File: src/rtl/wb_inst_feeder.sv
// Wishbone slave that feeds queued 32-bit instructions to a 128-bit core port.
// Reads return the FIFO head in the addressed lane. Writes are captured for observation.
module wb_inst_feeder #(
  parameter int unsigned FIFO_DEPTH  = 8,
  parameter logic [31:0] FILL_WORD   = 32'hF0081003,
  parameter int unsigned ACK_LATENCY = 1
) (
  input  logic                          i_clk,
  input  logic                          i_rst_n,
  input  logic                          i_inst_valid,
  input  logic [31:0]                   i_inst,
  output logic                          o_inst_ready,
  input  logic                          i_wb_cyc,
  input  logic                          i_wb_stb,
  input  logic                          i_wb_we,
  input  logic [31:0]                   i_wb_adr,
  input  logic [15:0]                   i_wb_sel,
  input  logic [127:0]                  i_wb_dat,
  output logic [127:0]                  o_wb_dat,
  output logic                          o_wb_ack,
  output logic                          o_wb_err,
  output logic                          o_st_valid,
  output logic [31:0]                   o_st_adr,
  output logic [127:0]                  o_st_dat,
  output logic [15:0]                   o_st_sel,
  output logic [$clog2(FIFO_DEPTH):0]   o_fifo_count,
  output logic [15:0]                   o_starve_cnt
);

  localparam int unsigned AW        = $clog2(FIFO_DEPTH);
  localparam logic [AW:0] DEPTH_CNT = (AW+1)'(FIFO_DEPTH);
  localparam logic [2:0]  WAIT_LOAD = 3'((ACK_LATENCY > 0) ? ACK_LATENCY - 1 : 0);

  typedef enum logic [1:0] {S_IDLE, S_WAIT, S_RESP} state_t;

  state_t         r_state;
  state_t         w_state_next;
  logic [2:0]     r_wait_cnt;

  logic           r_req_we;
  logic [31:0]    r_req_adr;
  logic [15:0]    r_req_sel;
  logic [127:0]   r_req_dat;

  logic [31:0]    r_mem [FIFO_DEPTH];
  logic [AW-1:0]  r_wr_ptr;
  logic [AW-1:0]  r_rd_ptr;
  logic [AW:0]    r_count;

  logic [31:0]    r_st_adr;
  logic [127:0]   r_st_dat;
  logic [15:0]    r_st_sel;
  logic [15:0]    r_starve_cnt;

  logic           w_latch;
  logic           w_push;
  logic           w_pop;
  logic           w_starve;
  logic           w_st_fire;
  logic [31:0]    w_head;

  assign o_inst_ready = (r_count < DEPTH_CNT);
  assign w_push       = i_inst_valid && o_inst_ready;
  assign w_head       = r_mem[r_rd_ptr];
  assign o_fifo_count = r_count;
  assign o_starve_cnt = r_starve_cnt;

  // Captured-write outputs show the latched request during the pulse and hold it afterwards
  assign o_st_valid = w_st_fire;
  assign o_st_adr   = w_st_fire ? r_req_adr : r_st_adr;
  assign o_st_dat   = w_st_fire ? r_req_dat : r_st_dat;
  assign o_st_sel   = w_st_fire ? r_req_sel : r_st_sel;

  always_ff @(posedge i_clk or negedge i_rst_n) begin
    if (!i_rst_n) begin
      r_state <= S_IDLE;
    end else begin
      r_state <= w_state_next;
    end
  end

  always_comb begin
    w_state_next = r_state;
    w_latch      = 1'b0;
    w_pop        = 1'b0;
    w_starve     = 1'b0;
    w_st_fire    = 1'b0;
    o_wb_ack     = 1'b0;
    o_wb_err     = 1'b0;
    o_wb_dat     = {4{FILL_WORD}};
    case (r_state)
      S_IDLE: begin
        if (i_wb_cyc && i_wb_stb) begin
          w_latch      = 1'b1;
          w_state_next = (ACK_LATENCY > 0) ? S_WAIT : S_RESP;
        end
      end
      S_WAIT: begin
        if (!i_wb_cyc) begin
          w_state_next = S_IDLE;
        end else if (r_wait_cnt == 3'd0) begin
          w_state_next = S_RESP;
        end
      end
      S_RESP: begin
        w_state_next = S_IDLE;
        if (!r_req_we) begin
          o_wb_ack = 1'b1;
          if (r_count != '0) begin
            w_pop = 1'b1;
            for (int unsigned l = 0; l < 4; l++) begin
              if (r_req_adr[3:2] == l[1:0]) begin
                o_wb_dat[l*32 +: 32] = w_head;
              end
            end
          end else begin
            w_starve = 1'b1;
          end
        end else if (r_req_sel != '0) begin
          o_wb_ack  = 1'b1;
          w_st_fire = 1'b1;
        end else begin
          o_wb_err = 1'b1;
        end
      end
      default: w_state_next = S_IDLE;
    endcase
  end

  always_ff @(posedge i_clk or negedge i_rst_n) begin
    if (!i_rst_n) begin
      r_wait_cnt <= '0;
      r_req_we   <= 1'b0;
      r_req_adr  <= '0;
      r_req_sel  <= '0;
      r_req_dat  <= '0;
    end else if (w_latch) begin
      r_wait_cnt <= WAIT_LOAD;
      r_req_we   <= i_wb_we;
      r_req_adr  <= i_wb_adr;
      r_req_sel  <= i_wb_sel;
      r_req_dat  <= i_wb_dat;
    end else if (r_state == S_WAIT && r_wait_cnt != 3'd0) begin
      r_wait_cnt <= r_wait_cnt - 3'd1;
    end
  end

  // Storage is not reset; pointers and count define which entries are live
  always_ff @(posedge i_clk) begin
    if (w_push) begin
      r_mem[r_wr_ptr] <= i_inst;
    end
  end

  always_ff @(posedge i_clk or negedge i_rst_n) begin
    if (!i_rst_n) begin
      r_wr_ptr <= '0;
      r_rd_ptr <= '0;
      r_count  <= '0;
    end else begin
      if (w_push) begin
        r_wr_ptr <= r_wr_ptr + 1'b1;
      end
      if (w_pop) begin
        r_rd_ptr <= r_rd_ptr + 1'b1;
      end
      case ({w_push, w_pop})
        2'b10:   r_count <= r_count + 1'b1;
        2'b01:   r_count <= r_count - 1'b1;
        default: r_count <= r_count;
      endcase
    end
  end

  always_ff @(posedge i_clk or negedge i_rst_n) begin
    if (!i_rst_n) begin
      r_st_adr     <= '0;
      r_st_dat     <= '0;
      r_st_sel     <= '0;
      r_starve_cnt <= '0;
    end else begin
      if (w_st_fire) begin
        r_st_adr <= r_req_adr;
        r_st_dat <= r_req_dat;
        r_st_sel <= r_req_sel;
      end
      if (w_starve && r_starve_cnt != 16'hFFFF) begin
        r_starve_cnt <= r_starve_cnt + 16'd1;
      end
    end
  end

endmodule

File: config.mk
export PLATFORM = sky130hd
export DESIGN_NAME = wb_inst_feeder
export DESIGN_NICKNAME = d
export VERILOG_FILES = /design/src/rtl/wb_inst_feeder.sv
export SDC_FILE = /design/constraint.sdc
export NUM_CORES = 1
export LEC_CHECK = 0
export BUFFER_PORTS_ARGS = -buffer_cell sky130_fd_sc_hd__buf_2
export CAP_MARGIN = 40
export CORE_UTILIZATION = 49
export CTS_CLUSTER_SIZE = 24
export DETAILED_ROUTE_END_ITERATION = 6
export GPL_ROUTABILITY_DRIVEN = 1
export HOLD_SLACK_MARGIN = 0.05
export PLACE_DENSITY_LB_ADDON = 0.12
export SLEW_MARGIN = 20
export SYNTH_ARGS = -nofsm -noshare
export SYNTH_HDL_FRONTEND = slang
export SYNTH_SLANG_ARGS = --single-unit
File: constraint.sdc
create_clock -name i_clk -period 3.3 [get_ports i_clk]
set_input_delay 0.165 -clock i_clk [delete_from_list [all_inputs] [get_ports i_clk]]
set_output_delay 0.165 -clock i_clk [all_outputs]
set_load 0.1 [all_outputs]
# Word-level counts from Yosys, hierarchy flattened
# Memories as Yosys holds them, arrays and structs flattened.
# Index checks and enable logic that the tools add are counted.
classes:
  add_sub_neg: 6
  n_lt_le_gt_ge: 1
  n_eq_ne: 10
  n_mux: 35
  n_reduce_logical: 13
ops:
  columns: ["op", "n"]
  rows:
  - ["128-bit two-way mux", 4]
  - ["32-bit two-way mux", 5]
  - ["1-bit two-way mux", 18]
  - ["16-bit by 1-bit adder with 16-bit output (second input constant)", 1]
  - ["16-bit two-way mux", 1]
  - ["16-bit inequality test (second input constant)", 1]
  - ["16-bit nonzero test", 1]
  - ["2-bit == test (second input constant)", 4]
  - ["4-bit case mux with 2 select lines", 1]
  - ["3-bit by 1-bit adder with 3-bit output (second input constant)", 2]
  - ["2-bit by 1-bit == test with 1-bit output (second input constant)", 3]
  - ["2-bit two-way mux", 3]
  - ["3-bit two-way mux", 2]
  - ["4-bit by 1-bit adder with 4-bit output (second input constant)", 1]
  - ["1-bit logical AND", 4]
  - ["2-bit logical NOT", 2]
  - ["4-bit < comparator (second input constant)", 1]
  - ["2-bit case mux with 2 select lines", 1]
  - ["2-bit nonzero test", 2]
  - ["4-bit nonzero test", 1]
  - ["4-bit by 1-bit subtractor with 4-bit output (second input constant)", 1]
  - ["3-bit logical NOT", 1]
  - ["3-bit inequality test (second input constant)", 1]
  - ["3-bit nonzero test", 1]
  - ["other kinds (3)", 3]
totals:
  register_bits: 384
  ram_bits: 256
  elab_cells: 79
  mem_count: 1
memory_table:
  columns: ["name", "depth", "word_bits", "read_ports", "rd_ports_with_merged_regs", "wr", "line_no", "text"]
  rows:
  - ["r_mem", 8, 32, 1, 0, 1, "45", "logic [31:0] r_mem [FIFO_DEPTH];"]

# Logic depth before layout (Yosys ltp)
# Gate-level depths: netlist of the first run.
depth:
  word_depth: 6
  mapped_depth: 12

# Least setup slack after synthesis of the first run
# No wires, ideal clock.
synth_path:
  kind: "reg2reg"
  start: "reg r_count[3] (netlist: o_fifo_count[3])"
  end: "mem r_mem[0][0], enable pin"
  t_arrival_ps: 3608
  t_required_ps: 2839
  path_slack_ps: -769
  path_stages_with_launch: 4
  n_path_buf: 0
  path_cell_list: "dfrtp_1 > nor2b_1 > nand2b_1 > nor3_1"
synth_via:
  elab_chain_cells: 4
synth_rtl:
  columns: ["element", "line_no", "text"]
  rows:
  - ["start: declaration", "48", "logic [AW:0] r_count;"]
  - ["start signal: assignment", "168", "2'b10: r_count <= r_count + 1'b1;"]
  - ["start signal: assignment", "169", "2'b01: r_count <= r_count - 1'b1;"]
  - ["start signal: assignment", "170", "default: r_count <= r_count;"]
  - ["4-bit < comparator", "62", "assign o_inst_ready = (r_count < DEPTH_CNT);"]
  - ["1-bit logical AND", "63", "assign w_push = i_inst_valid && o_inst_ready;"]
  - ["1-bit two-way mux", "150", "if (w_push) begin"]
  - ["1-bit two-way mux (not written as such)", "151", "r_mem[r_wr_ptr] <= i_inst;"]
  - ["end: declaration", "45", null]
# No other way between the ends.

# Worst setup path in the final report of the first run
layout_path:
  start: "reg r_state[0]"
  end: "out o_wb_dat[10]"
layout_via:
  elab_chain_cells: 2
layout_rtl:
  columns: ["element", "line_no", "text"]
  rows:
  - ["start: declaration", "36", "state_t r_state;"]
  - ["start signal: assignment", "78", "r_state <= w_state_next;"]
  - ["2-bit == test", "91", "case (r_state)"]
  - ["128-bit two-way mux", "91", null]
  - ["end: declaration", "19", "output logic [127:0] o_wb_dat,"]
# No other way between the ends.

==> results.md, run 1 <==
- Status: complete, no violations
- Detailed Routing Iterations Pass 1: 5
- Total vias in the final route: ~16k
- # clock sinks: 640
- I/O pin total: roughly 540
- Layout cells sized above 1: 0.512
- Largest clock skew in the final design: ~0.016 ns
- Starting density of the core: 0.499
- Power per Cell Area: approximately 950 nW/um^2
- Met1 WL: approximately 26 mm
- Antenna violations before repair: 3
- Wire length per cell: roughly 22 microns
- Top routing layer used: met5
- Transition time at the pin with the least slew margin: 0.729 ns
- Peak per-stage delay on the critical path: ~0.46 ns
- Worst Path Max Fanout: 24
- Setup violation total in the final timing report: 0
- Final critical-path required period: between 3 and 4 ns
- Non-filler cells in the finished layout: 2,975
- Portion of the post-synthesis area used by sequential elements: 0.690
- Fmax achieved: between 0.3 and 0.4 GHz
- Setup slack at placement: 0.697 ns
- DIE AREA: approximately 52,000 sq um
- Post-synth cell types: 41
- TritonCTS clock tree: done
- Cell leakage power: roughly 15 nW
- Pin count of the biggest net entering global routing: just over 90
- Register bit total from synthesis: 640
- Area added between synthesis and finish: 37.2%
- Global-route wire length before repair: between 90 and 100 mm
- Net count of the mapped netlist: about 1.7k
- Die X: 228 microns
- Area share of the leading cell type in the synthesized netlist: 0.383
- Depth of the most critical reg-to-reg path: 10
- Number of CTS-inserted buffers: 67
- Row Count: 82
- Core occupancy in the finished layout: 0.684
- Number of slew-limit violations in the final report: 0
- Die boundary height: around 230 microns
- Design area: approximately 34,000 sq um
- HPWL after DPL: 42.9 mm
- Via count normalized by instance count: about 5.2
- Largest buffer count on any clock path: 3
- Final ANT Viol Nets: 0
- Crit end category: output port
- Final hold violation count: 0
- Routed wl met2: 32.1 mm
- Cell Area, Synth: around 25,000 sq um
- Inst Count DP: ~2.6k
- Syn Inst Count: 1,435
- Mapped Avg Cell Area: 17.5 sq um
- Clock transition at the registers of the reported paths: 0.06 ns
- Category of the worst setup path launch point: flip-flop
- Worst endpoint data arrival time: approximately 3.0 ns
- Yosys warning total: 0
- Root Buffer: sky130_fd_sc_hd__clkbuf_16
- Cell taking the most area after synthesis: sky130_fd_sc_hd__dfrtp_1
- Number of global-route vias before repair: around 17k
- Chain of cells forming the critical path: nor3b_4 > nand2b_1 > or3_1 > buf_4 > nor2_2 > buf_2
- Unrepaired setup endpoints after global routing: false
- Global routing usage summed across all routing layers: 0.249
- Worst EP required: 3.13 ns
- Setup slack of the critical path after layout: approximately 0.18 ns
- Grt total ovfl: 0
- Final weighted congestion of routability-driven global placement: 0.841
- IR Drop Worst-Case VDD: 597 uV
- Cell with the biggest individual delay on the critical path: sky130_fd_sc_hd__dfrtp_1
- Net count of the finished layout: between 2k and 2.5k
- Post-placement cell area: between 20,000 and 30,000 sq um
- Number of levels in the clock H-tree: 3
- Max_slew headroom: 0.500
- Total met3 wirelength after detailed routing: between 3 and 4 mm
- Buffers on Ports: about 540
- Detailed-route DRC error count: 0
- WL final: between 60 and 70 mm
- Violation count after the first detailed-route iteration: 872
- Type of the tightest min-delay check: in2async
- Ranking of synthesized cells by area: sky130_fd_sc_hd__dfrtp_1 38%, sky130_fd_sc_hd__edfxtp_1 31%, sky130_fd_sc_hd__mux2_2 15%
- Fin crit share: 0.946
- Max-cap violation count: 0
- Critical path type: reg2out
- Clock network latency to the later pin of the worst-skew pair: roughly 0.58 ns
- Core Box Area: between 50,000 and 60,000 sq um
-- placed cells by master (no fill, tap or decap), drive strengths merged, types with 7 or more instances in the layout --
master	Yosys	final
buf	65	603
dfrtp	384	384
mux2	357	357
edfxtp	256	256
dlygate4sd3	0	214
nor2	110	110
clkbuf	7	98
mux4	64	64
nand2	47	47
mux2i	34	34
xor2	18	18
clkinv	0	17
nor3	11	11
inv	8	9
ha	8	8
nand3	7	7
nor4	7	7
nor3b	7	7
-- cell type report --
type	count	area, sq um
inverters	8	30.0
fillers	3469	15900
clock buffers	98	1960
clock inverters	23	173
flip-flops and latches	640	17300
diodes	2	5.00
repair buffers	817	6690
multi-input cells	715	7410
well taps	672	841
-- metal layers --
layer	track usage	vias to the layer above
met3	0.0544	124
met1	0.316	8034
met4	0.0898	2
li1	-	6903
met5	0	-
met2	0.420	495
-- cell usage after synthesis --
master / count
sky130_fd_sc_hd__dfrtp_1: 384
sky130_fd_sc_hd__mux2_2: 342
sky130_fd_sc_hd__edfxtp_1: 256
sky130_fd_sc_hd__nor2_1: 90
sky130_fd_sc_hd__mux4_2: 64
sky130_fd_sc_hd__nand2_1: 47
sky130_fd_sc_hd__buf_2: 28
sky130_fd_sc_hd__buf_4: 27
sky130_fd_sc_hd__mux2i_1: 25
sky130_fd_sc_hd__nor2_2: 20
sky130_fd_sc_hd__xor2_1: 18
sky130_fd_sc_hd__mux2_1: 15
sky130_fd_sc_hd__nor3_1: 11
sky130_fd_sc_hd__buf_6: 10
sky130_fd_sc_hd__mux2i_2: 9
sky130_fd_sc_hd__ha_1: 8
sky130_fd_sc_hd__clkbuf_1: 7
sky130_fd_sc_hd__inv_1: 7
sky130_fd_sc_hd__nand3_1: 7
sky130_fd_sc_hd__and3_1: 6
sky130_fd_sc_hd__nand2b_1: 6
sky130_fd_sc_hd__nand4_1: 6
sky130_fd_sc_hd__xnor2_1: 6
sky130_fd_sc_hd__nor4_1: 5
sky130_fd_sc_hd__a21oi_1: 4
sky130_fd_sc_hd__nor3b_1: 4
sky130_fd_sc_hd__nor2b_1: 3
sky130_fd_sc_hd__a211oi_1: 2
sky130_fd_sc_hd__and2_1: 2
sky130_fd_sc_hd__and4_1: 2
sky130_fd_sc_hd__nand3b_1: 2
sky130_fd_sc_hd__nor3b_2: 2
sky130_fd_sc_hd__o21ai_0: 2
sky130_fd_sc_hd__a22oi_1: 1
sky130_fd_sc_hd__and2b_1: 1
sky130_fd_sc_hd__and3b_1: 1
sky130_fd_sc_hd__inv_2: 1
sky130_fd_sc_hd__nor3b_4: 1
sky130_fd_sc_hd__nor4_2: 1
sky130_fd_sc_hd__nor4_4: 1
sky130_fd_sc_hd__or3_1: 1
-- stage by stage --
step | setup TNS [ns] | power [W] | hold WS (ns)
after floorplan | -2.88 | 0.0224 | -0.131
after global placement | 0 | 0.0249 | 0.231
after detailed placement | 0 | 0.0251 | 0.245
after CTS | 0 | 0.0327 | 0.225
after global routing | 0 | 0.0337 | 0.236
final | 0 | 0.0326 | 0.211
-- flip-flops by register name, indices dropped and copies added (netlist names) --
name,cells
r_st_sel,16
r_state,2
r_wr_ptr,3
r_st_dat,128
r_rd_ptr,3
r_req_sel,16
r_req_we,1
r_st_adr,32
r_mem,256
r_wait_cnt,3
o_starve_cnt,16
r_req_adr,32
o_fifo_count,4
r_req_dat,128
-- what timing repair did --
item	4_1_cts	5_1_grt
hold buffers	214	0
setup endpoints to repair	0	55
resized for setup	0	1
endpoints found under the hold margin	526	0
buffers inserted	0	18
-- worst max-delay path: cells and delay by family (launching register included) --
family	cells	cell delay, ns
buffers and inverters	2	0.71
and+or+nand+nor	4	1.16
DFF	1	0.46
-- kinds of logic after synthesis --
family	synth area share
buf+inv	0.0204
mux	0.233
fa+ha+maj	0.00399
xor+xnor	0.00838
compound gates	0.00210
flops	0.690
simple gates	0.0426
-- power breakdown --
| group | internal, W | switching, W |
|---|---|---|
| Combinational | 0.00355 | 0.0107 |
| Sequential | 0.0102 | 0.000858 |
| Clock | 0.00428 | 0.00301 |
-- worst paths after layout --
path,start,end,slack (ns)
max,r_state[0]$_DFFE_PN0P_,o_wb_dat[10],0.18
min,i_rst_n,r_req_dat[100]$_DFFE_PN0P_,0.21
max reg2reg,o_fifo_count[0]$_DFFE_PN0P_,o_fifo_count[2]$_DFFE_PN0P_,0.68
min reg2reg,r_wr_ptr[2]$_DFFE_PN0P_,r_wr_ptr[2]$_DFFE_PN0P_,0.49
max in group asynchronous,i_rst_n,o_starve_cnt[1]$_DFFE_PN0P_,2.00
min in group i_clk,i_wb_dat[39],r_req_dat[39]$_DFFE_PN0P_,0.36
Power figures use the tool's default switching activity.
==> run 2: changes to the inputs <==
--- a/config.mk
+++ b/config.mk
@@ -13,6 +13,8 @@
 export GPL_ROUTABILITY_DRIVEN = 1
 export HOLD_SLACK_MARGIN = 0.05
 export PLACE_DENSITY_LB_ADDON = 0.12
+export RECOVER_POWER = 50
+export SKIP_LAST_GASP = 1
 export SLEW_MARGIN = 20
 export SYNTH_ARGS = -nofsm -noshare
 export SYNTH_HDL_FRONTEND = slang
==> run 2 against run 1 <==
  * The run now ends with max-capacitance violations, max-slew violations left
  * Fmax up 0.70%
  * Critical path type unchanged
  * Sequential cell count stayed put
  * Highest routed layer unchanged
  * Critical endpoint is now o_st_adr[3]
  * Wire length is essentially flat
  * Sequential share of layout area rose by 0.27 points
==> results.md, run 2 (synthesized netlist as in run 1, its figures left out) <==
- Total vias in the final route: 15.5k (was 15.6k)
- Die X: 228 microns (unchanged)
- Most common library cell in the layout ignoring fill and taps: sky130_fd_sc_hd__buf_2 (unchanged)
- Post-placement cell area: 30,000 sq um (unchanged)
- Filler Cells Inserted: 3,519 (was 3,469)
- Fin crit share: 0.940 (was 0.946)
- Layout cells sized above 1: 0.482 (was 0.512)
- Setup slack of the critical path after layout: 0.199 ns (was 0.177 ns)
- DIE AREA: 52,100 sq um (unchanged)
- Via count normalized by instance count: 5.21 (was 5.23)
- Global-route wire length before repair: 98.9 mm (unchanged)
- Core Box Area: 50,300 sq um (unchanged)
- Number of levels in the clock H-tree: 3 (unchanged)
- Register bank with the most flops: r_mem (unchanged)
- Leading cell types in the layout, fill and taps excluded: 411 x sky130_fd_sc_hd__buf_2, 381 x sky130_fd_sc_hd__dfrtp_1, 342 x sky130_fd_sc_hd__mux2_2 (was 464 x sky130_fd_sc_hd__buf_2, 381 x sky130_fd_sc_hd__dfrtp_1, 342 x sky130_fd_sc_hd__mux2_2)
- Largest registers: r_mem (256), r_req_dat (128), r_st_dat (128) (unchanged)
- Die boundary height: 228 microns (unchanged)
- Max-cap violation count: 1 (was 0)
- Final ANT Viol Nets: 0 (unchanged)
- Clock network latency to the later pin of the worst-skew pair: 0.59 ns (was 0.58 ns)
- Worst setup slack for register-to-register paths: 0.45 ns (was 0.68 ns)
- IR Drop Worst-Case VDD: 617 uV (was 597 uV)
- Final hold violation count: 0 (unchanged)
- Root Buffer: sky130_fd_sc_hd__clkbuf_16 (unchanged)
- Largest clock skew in the final design: 0.0164 ns (was 0.0161 ns)
- Category of the worst setup path launch point: flip-flop (unchanged)
- Largest buffer count on any clock path: 3 (unchanged)
- Detailed Routing Iterations Pass 1: 5 (unchanged)
- Type of the tightest min-delay check: in2reg (was in2async)
- Number of CTS-inserted buffers: 67 (unchanged)
- Non-filler cells in the finished layout: 2,976 (was 2,975)
- WL final: 64.2 mm (about the same)
- # clock sinks: 640 (unchanged)
- Inst Count DP: 2,620 (unchanged)
- Transition time at the pin with the least slew margin: 2.41 ns (was 0.729 ns)
- Worst endpoint data arrival time: 2.94 ns (was 2.96 ns)
- Fmax achieved: 0.322 GHz (was 0.320 GHz)
- Starting density of the core: 0.499 (unchanged)
- Status: complete, but fails checks (was complete, no violations)
- Power per Cell Area: 951 nW/um^2 (was 947 nW/um^2)
- HPWL after DPL: 42.9 mm (unchanged)
- Grt total ovfl: 0 (unchanged)
- Detailed-route DRC error count: 0 (unchanged)
- Number of slew-limit violations in the final report: 90 (was 0)
- Worst Path Max Fanout: 32 (was 24)
- Cell leakage power: 14.5 nW (was 14.7 nW)
- Failing checks: max-capacitance violations, max-slew violations
- Row Count: 82 (unchanged)
- Total Power Consumption: 0.0325 W (was 0.0326 W)
- Max_slew headroom: -0.607 (was 0.500)
- Antenna violations before repair: 3 (unchanged)
- Violation count after the first detailed-route iteration: 856 (was 872)
- Number of global-route vias before repair: 16.6k (unchanged)
- Wire length per cell: 21.6 microns (about the same)
- Crit end category: output port (unchanged)
- Worst EP required: 3.13 ns (about the same)
- Final critical-path required period: 3.10 ns (was 3.12 ns)
- TritonCTS clock tree: done (unchanged)
- I/O pin total: 542 (unchanged)
- Setup violation total in the final timing report: 0 (unchanged)
- Final weighted congestion of routability-driven global placement: 0.841 (unchanged)
- Design area: 34,200 sq um (was 34,400 sq um)
- Clock transition at the registers of the reported paths: 0.06 ns (about the same)
- Buffers on Ports: 541 (unchanged)
- Pin count of the biggest net entering global routing: 93 (unchanged)
- Unrepaired setup endpoints after global routing: false (unchanged)
- Area added between synthesis and finish: 36.5% (was 37.2%)
- Global routing usage summed across all routing layers: 0.249 (unchanged)
- Post-Route Hold Slack: 0.354 ns (was 0.211 ns)
- Setup slack at placement: 0.697 ns (unchanged)
- Net count of the finished layout: 2,471 (unchanged)
- Critical path type: reg2out (unchanged)
- Max FFs per register: 256 (unchanged)
==> run 2: path summary, 6_finish.rpt <==
kind | from | end | cells after the start
worst max-delay path | r_req_sel[0]$_DFFE_PN0P_ | o_st_adr[3] | 7
worst min-delay path | i_wb_adr[1] | r_req_adr[1]$_DFFE_PN0P_ | 3
worst max register to register | o_fifo_count[3]$_DFFE_PN0P_ | r_mem[2][17]$_DFFE_PP_ | 5
worst min register to register | r_wr_ptr[2]$_DFFE_PN0P_ | r_wr_ptr[2]$_DFFE_PN0P_ | 1
max in group asynchronous | i_rst_n | o_starve_cnt[1]$_DFFE_PN0P_ | 4
min in group asynchronous | i_rst_n | r_st_dat[100]$_DFF_PN0_ | 2
==> run 2: critical path, cell delays in order (launching register included) <==
cell	delay, ns
sky130_fd_sc_hd__dfrtp_1	0.39
sky130_fd_sc_hd__nor4_1	0.36
sky130_fd_sc_hd__nand4_1	0.24
sky130_fd_sc_hd__nand3_4	0.27
sky130_fd_sc_hd__buf_4	0.17
sky130_fd_sc_hd__buf_12	0.20
sky130_fd_sc_hd__mux2_2	0.40
sky130_fd_sc_hd__buf_2	0.30
==> run 2: per-stage QoR <==
step                 util  setup TNS, ns
floorplan               -          -2.88
global placement    0.596              0
detailed placement  0.596              0
CTS                 0.681              0
global route        0.681              0
finish              0.681              0
==> run 2: routing by layer <==
layer  vias up  GRT usage  wire (microns)
met5         -          0              13
met4         2     0.0898            2220
met3       128     0.0544            3470
met2       487      0.420           32200
met1      7982      0.316           26300
li1       6900          -               -
==> run 2: power by group <==
group / switching [W] / internal (W) / leakage [nW]
clock: 0.00301 / 0.00428 / 1.05
sequential: 0.000846 / 0.0102 / 7.06
combinational: 0.0107 / 0.00352 / 6.36
==> run 2: area by class of cell <==
cell class	count	area, sq um	area share
antenna	3	7.51	0.000219
clock buffer	98	1960	0.0572
clock inverter	23	173	0.00504
inverter	8	30.0	0.000877
multi-input combinational	715	7360	0.215
sequential	640	17300	0.506
tap	672	841	0.0246
timing repair buffer	817	6550	0.191
==> run 2: repair_timing <==
action | in CTS | in global routing
setup buffers | 0 | 18
hold buffers | 214 | 0
hold endpoints to repair | 526 | 0
endpoints found under the setup margin | 0 | 55
resized for setup | 0 | 1
